**src/rtl/gpio_port_ctrl_if.sv**
```systemverilog
// Single-cycle register bus between a software master and the GPIO port controller.
interface gpio_port_ctrl_if;
  logic        sel_i;
  logic        we_i;
  logic [2:0]  addr_i;
  logic [31:0] wdata_i;
  logic [31:0] rdata_o;

  modport master (
    output sel_i,
    output we_i,
    output addr_i,
    output wdata_i,
    input  rdata_o
  );

  modport slave (
    input  sel_i,
    input  we_i,
    input  addr_i,
    input  wdata_i,
    output rdata_o
  );
endinterface

```
**src/rtl/gpio_port_ctrl.sv**
```systemverilog
// Register-mapped GPIO port: pad drive and tri-state control, synchronized inputs,
// per-pin edge detection with sticky W1C status and a single level interrupt.
module gpio_port_ctrl #(
  parameter int WIDTH = 16
) (
  input  logic             HCLK,
  input  logic             HRESETn,
  gpio_port_ctrl_if.slave  bus,
  input  logic [WIDTH-1:0] pad_in_i,
  output logic [WIDTH-1:0] pad_out_o,
  output logic [WIDTH-1:0] pad_in_not_out_o,
  output logic             irq_o
);

  localparam logic [2:0] ADDR_DATA_IN  = 3'd0;
  localparam logic [2:0] ADDR_DATA_OUT = 3'd1;
  localparam logic [2:0] ADDR_DIR      = 3'd2;
  localparam logic [2:0] ADDR_IE       = 3'd3;
  localparam logic [2:0] ADDR_RISE     = 3'd4;
  localparam logic [2:0] ADDR_FALL     = 3'd5;
  localparam logic [2:0] ADDR_IS       = 3'd6;

  logic [WIDTH-1:0] sync1_q, sync2_q, prev_q;
  logic [1:0]       cnt_q, cnt_d;
  logic [WIDTH-1:0] data_out_q, data_out_d;
  logic [WIDTH-1:0] dir_q, dir_d;
  logic [WIDTH-1:0] ie_q, ie_d;
  logic [WIDTH-1:0] rise_q, rise_d;
  logic [WIDTH-1:0] fall_q, fall_d;
  logic [WIDTH-1:0] is_q, is_d;
  logic [31:0]      rdata_q, rdata_d;

  logic             wr_en, rd_en, armed;
  logic [WIDTH-1:0] wdata_w, clr, ev;
  logic [31:0]      rd_val;
  logic             unused_wdata;

  assign wr_en        = bus.sel_i & bus.we_i;
  assign rd_en        = bus.sel_i & ~bus.we_i;
  assign wdata_w      = bus.wdata_i[WIDTH-1:0];
  assign unused_wdata = ^bus.wdata_i;

  // The sync/prev pipeline holds reset zeros for three edges; ignore edges until it is full.
  assign armed = (cnt_q == 2'd3);
  assign ev    = armed ? ((rise_q & sync2_q & ~prev_q) | (fall_q & ~sync2_q & prev_q))
                       : '0;

  always_comb begin
    // NOTE: every output of this block gets a default first, so no path leaves one unassigned (no latch).
    data_out_d = data_out_q;
    dir_d      = dir_q;
    ie_d       = ie_q;
    rise_d     = rise_q;
    fall_d     = fall_q;
    clr        = '0;
    if (wr_en) begin
      case (bus.addr_i)
        ADDR_DATA_OUT: data_out_d = wdata_w;
        ADDR_DIR:      dir_d      = wdata_w;
        ADDR_IE:       ie_d       = wdata_w;
        ADDR_RISE:     rise_d     = wdata_w;
        ADDR_FALL:     fall_d     = wdata_w;
        ADDR_IS:       clr        = wdata_w;
        default:       ;
      endcase
    end
    // A new edge on a pin beats a simultaneous software clear of the same bit.
    is_d  = (is_q & ~clr) | ev;
    cnt_d = armed ? cnt_q : cnt_q + 2'd1;
  end

  always_comb begin
    rd_val = '0;
    case (bus.addr_i)
      ADDR_DATA_IN:  rd_val[WIDTH-1:0] = sync2_q;
      ADDR_DATA_OUT: rd_val[WIDTH-1:0] = data_out_q;
      ADDR_DIR:      rd_val[WIDTH-1:0] = dir_q;
      ADDR_IE:       rd_val[WIDTH-1:0] = ie_q;
      ADDR_RISE:     rd_val[WIDTH-1:0] = rise_q;
      ADDR_FALL:     rd_val[WIDTH-1:0] = fall_q;
      ADDR_IS:       rd_val[WIDTH-1:0] = is_q;
      default:       rd_val            = '0;
    endcase
    rdata_d = rd_en ? rd_val : rdata_q;
  end

  // NOTE: all flops, including the input synchronizer, clear on reset so the arm window starts from a known state.
  always_ff @(posedge HCLK or negedge HRESETn) begin
    if (!HRESETn) begin
      sync1_q    <= '0;
      sync2_q    <= '0;
      prev_q     <= '0;
      cnt_q      <= '0;
      data_out_q <= '0;
      dir_q      <= '0;
      ie_q       <= '0;
      rise_q     <= '0;
      fall_q     <= '0;
      is_q       <= '0;
      rdata_q    <= '0;
    end else begin
      // NOTE: non-blocking assignments so every flop samples pre-edge values of the others.
      sync1_q    <= pad_in_i;
      sync2_q    <= sync1_q;
      prev_q     <= sync2_q;
      cnt_q      <= cnt_d;
      data_out_q <= data_out_d;
      dir_q      <= dir_d;
      ie_q       <= ie_d;
      rise_q     <= rise_d;
      fall_q     <= fall_d;
      is_q       <= is_d;
      rdata_q    <= rdata_d;
    end
  end

  assign pad_out_o        = data_out_q;
  assign pad_in_not_out_o = ~dir_q;
  assign irq_o            = |(is_q & ie_q);
  assign bus.rdata_o      = rdata_q;

endmodule

```
**src/flat_wrapper.sv**
```systemverilog
// flat-port wrapper written by rule: the top's interface ports become plain ports
module gpio_port_ctrl_flat 
#(
  parameter int WIDTH = 16
)
  (HCLK, HRESETn, pad_in_i, pad_out_o, pad_in_not_out_o, irq_o, bus_sel_i, bus_we_i, bus_addr_i, bus_wdata_i, bus_rdata_o);
  gpio_port_ctrl_if bus_i ();
  input  logic HCLK;
  input  logic HRESETn;
  input  logic [WIDTH-1:0] pad_in_i;
  output logic [WIDTH-1:0] pad_out_o;
  output logic [WIDTH-1:0] pad_in_not_out_o;
  output logic irq_o;
  input wire logic [$bits(bus_i.sel_i)-1:0] bus_sel_i;
  input wire logic [$bits(bus_i.we_i)-1:0] bus_we_i;
  input wire logic [$bits(bus_i.addr_i)-1:0] bus_addr_i;
  input wire logic [$bits(bus_i.wdata_i)-1:0] bus_wdata_i;
  output wire logic [$bits(bus_i.rdata_o)-1:0] bus_rdata_o;
  assign bus_i.sel_i = bus_sel_i;
  assign bus_i.we_i = bus_we_i;
  assign bus_i.addr_i = bus_addr_i;
  assign bus_i.wdata_i = bus_wdata_i;
  assign bus_rdata_o = bus_i.rdata_o;
  gpio_port_ctrl #(.WIDTH(WIDTH)) u_core (.HCLK(HCLK), .HRESETn(HRESETn), .bus(bus_i), .pad_in_i(pad_in_i), .pad_out_o(pad_out_o), .pad_in_not_out_o(pad_in_not_out_o), .irq_o(irq_o));
endmodule
```
**config.mk**
```make
export PLATFORM = sky130hd
export DESIGN_NAME = gpio_port_ctrl_flat
export DESIGN_NICKNAME = d
export VERILOG_FILES = /design/src/rtl/gpio_port_ctrl_if.sv /design/src/rtl/gpio_port_ctrl.sv /design/src/flat_wrapper.sv
export SDC_FILE = /design/constraint.sdc
export NUM_CORES = 1
export LEC_CHECK = 0
export CAP_MARGIN = 20
export CORE_UTILIZATION = 35
export DETAILED_ROUTE_END_ITERATION = 16
export PLACE_DENSITY_LB_ADDON = 0.1
export SLEW_MARGIN = 30
export SYNTH_ARGS = -nofsm -noshare
export SYNTH_HDL_FRONTEND = slang
export SYNTH_SLANG_ARGS = --single-unit
```
**constraint.sdc**
```tcl
create_clock -name HCLK -period 4.07 [get_ports HCLK]
set_input_delay 0.814 -clock HCLK [delete_from_list [all_inputs] [get_ports HCLK]]
set_output_delay 0.814 -clock HCLK [all_outputs]
set_load 0.02 [all_outputs]
```
**After elaboration in Yosys (flattened, before gate mapping)**

Index checks and enable logic that the tools add are counted.

- Bits in registers: 162
- Input port bits: 55
- Output and inout port bits: 65

- Add/subtract/negate cells: 1
- Equal/unequal tests: 7
- Multiplexer cells: 4
- Bitwise operators: 15
- Reduce and logical (&&, ||, !) cells: 7

Operators by type and width:

| kind | count |
|---|---|
| 16-bit case mux with 7 select lines | 1 |
| 16-bit AND | 6 |
| 16-bit NOT | 4 |
| 16-bit 2-to-1 mux | 3 |
| 16-bit bitwise OR | 2 |
| 16-bit OR reduction | 1 |
| 2-bit AND reduction | 5 |
| 3-bit equality test, second input constant | 3 |
| 3-bit by 2-bit equality test with 1-bit output, second input constant | 2 |
| 3-bit by 1-bit equality test with 1-bit output, second input constant | 1 |
| 3-bit zero test | 1 |
| 2-bit by 1-bit adder with 2-bit output, second input constant | 1 |
| 1-bit AND | 2 |
| 2-bit equality test, second input constant | 1 |
| 1-bit NOT | 1 |

**Depth between registers and ports, before layout**

Gate-level depths: netlist (run 1).

- Depth in word-level cells: 6
- Gate-level depth with buffers: 7
- Gate-level depth less buffers: 4

**Worst setup path after synthesis (run 1)**

OpenSTA, ideal clock, no wires.

- Path kind: input-to-reg
- Start: input port bus_addr_i[2]
- End: register u_core.data_out_q[10] (netlist: u_core.pad_out_o[10])
- Library setup time: 0.125 ns
- Data arrival time: 1.979 ns
- Data required time: 3.945 ns
- Setup slack: 1.966 ns
- Stages: 5
- Cells stage by stage: buf_6 > nand3b_1 > nor2_2 > buf_4 > mux2_2

- Word-level cells in the longest chain between the ends: 2

Ends and longest elaborated chain:

| what | RTL line | source |
|---|---|---|
| from (decl) | flat_wrapper.sv:16 | `input wire logic [$bits(bus_i.addr_i)-1:0] bus_addr_i;` |
| 3-bit by 1-bit equality test with 1-bit output | gpio_port_ctrl.sv:57 | `case (bus.addr_i)` |
| 2-bit AND reduction (no source line) | n/a |  |
| to (signal assigned) | gpio_port_ctrl.sv:107 | `data_out_q <= data_out_d;` |
| to (decl) | gpio_port_ctrl.sv:25 | `logic [WIDTH-1:0] data_out_q, data_out_d;` |

No other way between the ends.
A chain may end at the register's enable or synchronous reset.

**Worst setup path after layout (run 1)**

- Start: register u_core.ie_q[14]
- End: output port irq_o

- Word-level cells in the longest chain between the ends: 2

Ends and longest elaborated chain:

| what | RTL line | source |
|---|---|---|
| from (decl) | gpio_port_ctrl.sv:27 | `logic [WIDTH-1:0] ie_q, ie_d;` |
| from (signal assigned) | gpio_port_ctrl.sv:109 | `ie_q <= ie_d;` |
| 16-bit AND | gpio_port_ctrl.sv:119 | `assign irq_o = \|(is_q & ie_q);` |
| 16-bit OR reduction | gpio_port_ctrl.sv:119 |  |
| to (decl) | flat_wrapper.sv:13 | `output logic irq_o;` |

No other way between the ends.

==> impl_results.md, run 1 <==
* Run status: finished clean
* Clk sinks at 162
* Vias in the first global route at 5031
* Flops & latches, synth at 162
* Placed insts at 908
* Most common cell after layout, fill and taps aside: dfrtp_1
* Synth cell types at 44
* Avg Inst Size Synth at 12.4 sq um
* Final period util at 0.763
* Largest net degree at the start of global routing at 80
* Clock power share at 0.365
* Leading area contributor after synthesis: dfrtp_1
* Fin area at 0.00879 sq mm
* Post-place setup slack at 0.915 ns
* Top Family by Delay on Critical Path: compound AO/OA/AOI/OAI gates
* Hold endpoint: u_core.sync2_q[0]
* Seq/Total Area, Yosys at 0.577
* Die area at 0.0206 sq mm
* Reg2reg path depth at 4
* Post-Syn Area at 0.00702 sq mm
* PostCTS Resize Cnt at 0
* Logic gate share of total power at 0.200
* Total power at 4.76 mW
* Detailed Route Iter0 Violations at 355
* Crit start category: flip-flop
* Synth async-reset ratio at 1.00
* Antenna violations before repair at 0
* Grt ovf at 0
* Number of antenna diodes at 0
* Min-Delay Path Depth at 0
* Boundary Pins at 120
* Hold/Removal Path Class: reg2reg
* CP max stage cell: clkdlybuf4s50_1
* Routed met3 length at 741 um
* Cts bufs inserted at 17
* Layout cells sized above 1 at 0.216
* Max-cap check violation count at 0
* Wire length on met2 at 8860 um
* Pwr per Cell Area at 542 mW/mm^2
* FILL cells at 1826
* Slew Limit Fails at 0
* M1 WL at 8190 um
* First drt pass iteration count at 4
* Tmin final at 3.10 ns
* Final #Nets at 718
* Crit path kind: reg2out
* Non-filler cells, final at 940
* Critical-path maximum fanout at 3
* Fmax at 322 MHz
* Clock root buffer: clkbuf_16
* Tightest Pin Transition at 0.729 ns
* Top Layer Used: met4
* Crit end category: output port
* Clk_skew at 0.0104 ns
* Post-synth EDFFs at 0
* Area after DPL at 0.00815 sq mm
* Fin Setup TNS at 0 ns
* Layout Utilization at 0.449
* Switching pwr at 1.29 mW
* DR DRC count at 0
* DRT Wirelength at 18100 um
* First-pass GRT wire length at 28600 um
* Clock transition at the registers of the reported paths at 0.07 ns
* Sequential Power Share at 0.435
* H-tree depth at 4
* Leakage power at 3.74 nW
* Clk_lat worst skew at 0.42 ns
* Row Count at 51
* Most frequent cells in the layout: 162 x dfrtp_1, 84 x clkdlybuf4s50_1, 72 x mux2_2
* Synth area leaders: dfrtp_1 58%, mux2_2 12%, o21ai_0 3.2%, nand2_1 3.2%, a22o_1 2.5%
* Core area at 0.0196 sq mm
* Setup ws final at 0.967 ns
* GRT Total Usage at 0.191
* DR vias/cell at 5.01
* FF-to-FF End: u_core.bus.rdata_o[14]
* Hold Violations, Final at 0
* Remaining antenna violation count after routing at 0
* Worst Path Arrival at 2.29 ns
* Initial Util at 0.358
* DIE HEIGHT at 144 um
* Die width at 144 um
* Crit path buf inv count at 1
* Required time worst endpoint at 3.26 ns
* Post-synth top area share at 0.577
* Dpl hpwl at 12100 um
* Clock tree from TritonCTS: built
* Peak supply drop at 0.345 mV
* Routed len/inst at 19.2 um
* Min-delay src: u_core.sync1_q[0]
* Routability congestion estimate at 0.790
* CP Cell Sequence: a22o_1 > a221oi_1 > nand4_1 > clkdlybuf4s50_1
* Cells after synthesis at 566
* Final hold slack at 0.347 ns
* Switching Fraction at 0.271
* RSZ-0062 raised after global routing: no
* Internal power at 3.47 mW
* YS warnings at 0
* R2r startpoint: u_core.is_q[14]
* Worst slew margin at 0.514
* PortBufs at 87
* Hold Buf Count CTS at 0
* CP max stage delay at 0.59 ns
* Setup-failing EPs final at 0
* Area Overhead vs Synth at 25.2%
* Primary FF master, synth: dfrtp_1
* Clock buffer depth at 2
* Reg2reg setup slack at 2.67 ns
* Detailed-route via count at 4714
* Setup Fix Bufs, Post-CTS at 0
-- power by group through the flow --
stage	Clock [mW]	Combinational, mW	Sequential (mW)
global route	1.86	1.03	2.11
global placement	0	0.947	2.09
CTS	1.79	0.965	2.08
floorplan	0	0.496	2.12
finish	1.74	0.951	2.07
detailed placement	0	0.958	2.10
-- worst max-delay path by stage --
| stage | start | endpoint | depth (start not counted) |
|---|---|---|---|
| 3_3_place_gp | bus_addr_i[1] | u_core.bus.rdata_o[7] | 5 |
| 3_5_place_dp | bus_addr_i[1] | u_core.ie_q[1] | 4 |
| 5_1_grt | u_core.ie_q[14] | irq_o | 4 |
| 2_1_floorplan | bus_addr_i[2] | u_core.pad_out_o[10] | 5 |
| 6_report | u_core.ie_q[14] | irq_o | 4 |
| 4_1_cts | u_core.ie_q[14] | irq_o | 4 |
-- state kept, by name, summed over array words and instances, names as in the netlist, 16 cells and up --
register            cells
u_core.bus.rdata_o     16
u_core.dir_q           16
u_core.fall_q          16
u_core.ie_q            16
u_core.is_q            16
u_core.pad_out_o       16
u_core.prev_q          16
u_core.rise_q          16
u_core.sync1_q         16
u_core.sync2_q         16
-- worst reg2reg max path: stages (launching register included) --
cell	delay [ns]
dfrtp_1	0.41
mux2_2	0.27
a22oi_1	0.18
o21ai_0	0.09
a221o_1	0.33
-- cell usage after synthesis (all sizes together) (2+ instances only) --
library cell and count:
a21oi 3, a221o 11, a221oi 4, a22o 20
a22oi 22, buf 40, clkbuf 7, dfrtp 162
inv 17, mux2 87, mux2i 8, mux4 2
nand2 59, nand2b 5, nand3 14, nand3b 17
nor2 19, nor2b 3, o211a 2, o211ai 2
o21ai 48, o221ai 2
-- routing by layer --
metal | vias to the layer above | track usage
met4 | 0 | 0.0649
li1 | 2183 | -
met3 | 20 | 0.0487
met1 | 2398 | 0.247
met5 | - | 0
met2 | 113 | 0.309
-- cells by family after synthesis --
group | count (synthesis) | synth area share
other cells | 1 | 0.000534
fa+ha+maj | 1 | 0.00178
buf+inv | 64 | 0.0533
compound gates | 118 | 0.118
mux | 97 | 0.163
simple gates | 122 | 0.0852
xor+xnor | 1 | 0.00125
flops | 162 | 0.577
-- area by class of cell --
| cell class | count | area [sq um] | area share |
|---|---|---|---|
| Sequential cell | 162 | 4050 | 0.461 |
| Multi-Input combinational cell | 355 | 2660 | 0.302 |
| Clock inverter | 12 | 205 | 0.0233 |
| Inverter | 17 | 63.8 | 0.00726 |
| Tap cell | 265 | 332 | 0.0377 |
| Clock buffer | 20 | 437 | 0.0497 |
| Timing Repair Buffer | 109 | 1040 | 0.118 |
No activity file was read; power rests on OpenSTA's default activity.
==> run 2, diff against run 1 <==
- clock period: 4.07 -> 2.9 ns (I/O delays scaled with it)
==> run 2 against run 1 <==
Effect of this change:
- sequential share of layout area decreased by 0.62 points
- wire length increased by 1.5%
- non-clock buffer count increased by 13
- critical path type unchanged
- largest cell class unchanged
- highest routed layer unchanged
==> impl_results.md, run 2 (same netlist as run 1, synthesis figures left out) <==
* Crit start category: flip-flop
* Crit end category: output port
* Fmax at 403 MHz
* Most common cell after layout, fill and taps aside: dfrtp_1
* Grt peak-use layer: met2
* Row Count at 51 (unchanged)
* Total power at 6.62 mW (+39%)
* Hold Violations, Final at 0 (unchanged)
* Dpl hpwl at 12500 um (+3.3%)
* Setup ws final at 0.417 ns (-0.549 ns)
* Number of antenna diodes at 0 (unchanged)
* Detailed-route via count at 4784 (+1.5%)
* Antenna violations before repair at 0 (unchanged)
* Fin area at 0.00891 sq mm (+1.4%)
* Cts bufs inserted at 17 (unchanged)
* Reg2reg path depth at 4 (unchanged)
* Post-place setup slack at 0.403 ns (-0.512 ns)
* Final hold slack at 0.137 ns (-0.210 ns)
* Clock buffer depth at 2 (unchanged)
* Leakage power at 3.81 nW (+1.9%)
* Clock power share at 0.354 (-0.011)
* First drt pass iteration count at 5 (+1)
* Run status: finished clean
* Detailed Route Iter0 Violations at 444 (+25%)
* Fin Setup TNS at 0 ns (unchanged)
* Non-filler cells, final at 952 (+1.3%)
* Worst Path Arrival at 1.90 ns (-0.39 ns)
* Switching Fraction at 0.276 (+0.00481)
* Setup-failing EPs final at 0 (unchanged)
* Sequential Power Share at 0.440 (+0.005)
* Core area at 0.0196 sq mm (unchanged)
* Critical-path maximum fanout at 3 (unchanged)
* First-pass GRT wire length at 29000 um (+1.4%)
* FF-to-FF End: u_core.bus.rdata_o[14]
* Layout Utilization at 0.455 (+0.00607)
* Area after DPL at 0.00828 sq mm (+1.6%)
* Remaining antenna violation count after routing at 0 (unchanged)
* Peak supply drop at 0.397 mV (+15%)
* Met3 Resource Use GR at 0.0440 (-0.00467)
* Grt ovf at 0 (unchanged)
* Setup Fix Bufs, Post-CTS at 0 (unchanged)
* DRT Wirelength at 18300 um (+1.5%)
* Max-cap check violation count at 0 (unchanged)
* Vias in the first global route at 5047 (+0.32%)
* Final period util at 0.856
* Clk_skew at 0.00682 ns (-0.00354 ns)
* Placed insts at 921 (+1.4%)
* FILL cells at 1806 (-1.1%)
* PortBufs at 87 (unchanged)
* CP Launch Point: u_core.ie_q[13]
* Clk sinks at 162 (unchanged)
* Initial Util at 0.358 (unchanged)
* Critical Path End: irq_o
* R2r startpoint: u_core.is_q[14]
* M2 GR Usage at 0.306 (-0.00281)
* Slew Limit Fails at 0 (unchanged)
* Reg2reg setup slack at 1.46 ns (-1.21 ns)
* DIE HEIGHT at 144 um (unchanged)
* Clock tree from TritonCTS: built
* Clk_lat worst skew at 0.42 ns (about the same)
* Multi-input logic area at 0.00267 sq mm (+0.38%)
* Routed len/inst at 19.3 um (+0.23%)
* Required time worst endpoint at 2.32 ns (-0.94 ns)
* Routability congestion estimate at 0.785 (-0.65%)
* Pwr per Cell Area at 743 mW/mm^2 (+37%)
* Tightest Pin Transition at 0.611 ns (-0.118 ns)
* Met1 Track Usage GR at 0.253 (+0.00613)
* Clock transition at the registers of the reported paths at 0.07 ns (about the same)
* Hold/Removal Path Class: in2async
* Logic gate share of total power at 0.206 (+0.006)
* Area Overhead vs Synth at 26.8%
* DR DRC count at 0 (unchanged)
* Layout cells sized above 1 at 0.233 (+0.0166)
* Largest net degree at the start of global routing at 61 (-24%)
* Clock root buffer: clkbuf_16
* H-tree depth at 4 (unchanged)
* Internal power at 4.79 mW (+38%)
* Switching pwr at 1.83 mW (+42%)
* DR vias/cell at 5.03 (+0.21%)
* Tmin final at 2.48 ns
* Crit path kind: reg2out
* Worst slew margin at 0.591 (+0.0768)
* FF+latch area at 0.00405 sq mm (unchanged)
* Die area at 0.0206 sq mm (unchanged)
* Most frequent cells in the layout: 162 x dfrtp_1, 83 x clkdlybuf4s50_1, 72 x mux2_2
* Die width at 144 um (unchanged)
* Boundary Pins at 120 (unchanged)
* Final #Nets at 731 (+1.8%)
* GRT Total Usage at 0.192 (+0.00148)
* RSZ-0062 raised after global routing: no
run 2: cell count changes in the layout (fill, tap and decap cells not counted), sizes merged:
cell,previous run,this run
clkbuf,20,19
clkdlybuf4s50,84,83
inv,18,19
bufinv,5,4
dlymetal6s2s,0,1
buf,25,38
run 2: metal layers:
layer  routed length (um)  vias to the layer above  share of wire
met5                    0                        -              0
met4                  393                        0          0.021
met3                  730                       30          0.040
met2                 8820                      135           0.48
met1                 8390                     2408           0.46
li1                     -                     2211              -
run 2: repair_timing:
action	CTS	global route
setup endpoints to repair	1	1
gates cloned	0	0
pin swaps	0	0
gates resized for setup	1	2
hold buffers	0	0
run 2: cell type report:
type	instances	area share
clock buffer	19	0.0486
clock inverter	12	0.0202
multi-input combinational	355	0.300
timing repair buffer	122	0.132
inverter	17	0.00716
sequential	162	0.455
tap	265	0.0372
run 2: how the worst min path moves through the flow:
| stage | startpoint | to | depth (start not counted) | slack [ns] |
|---|---|---|---|---|
| after floorplan | HRESETn | u_core.bus.rdata_o[0] | 0 | 0.28 |
| after global placement | u_core.sync1_q[13] | u_core.sync2_q[13] | 0 | 0.33 |
| after detailed placement | u_core.sync1_q[8] | u_core.sync2_q[8] | 0 | 0.33 |
| after CTS | HRESETn | u_core.sync1_q[2] | 1 | 0.16 |
| after global routing | HRESETn | u_core.dir_q[14] | 1 | 0.18 |
| final | HRESETn | u_core.sync1_q[2] | 1 | 0.14 |
run 2: critical path: stages (launching register included):
cell and delay, ns:
dfrtp_1 0.39, a22o_1 0.29, a221oi_1 0.33, nand4_1 0.21
dlymetal6s2s_1 0.26
run 2: power groups by stage:
stage	sequential, mW	clock [mW]	combinational [mW]
after floorplan	2.97	0	0.695
after global placement	2.94	0	1.35
after detailed placement	2.95	0	1.36
after CTS	2.92	2.40	1.37
after global routing	2.97	2.51	1.48
final	2.91	2.34	1.36
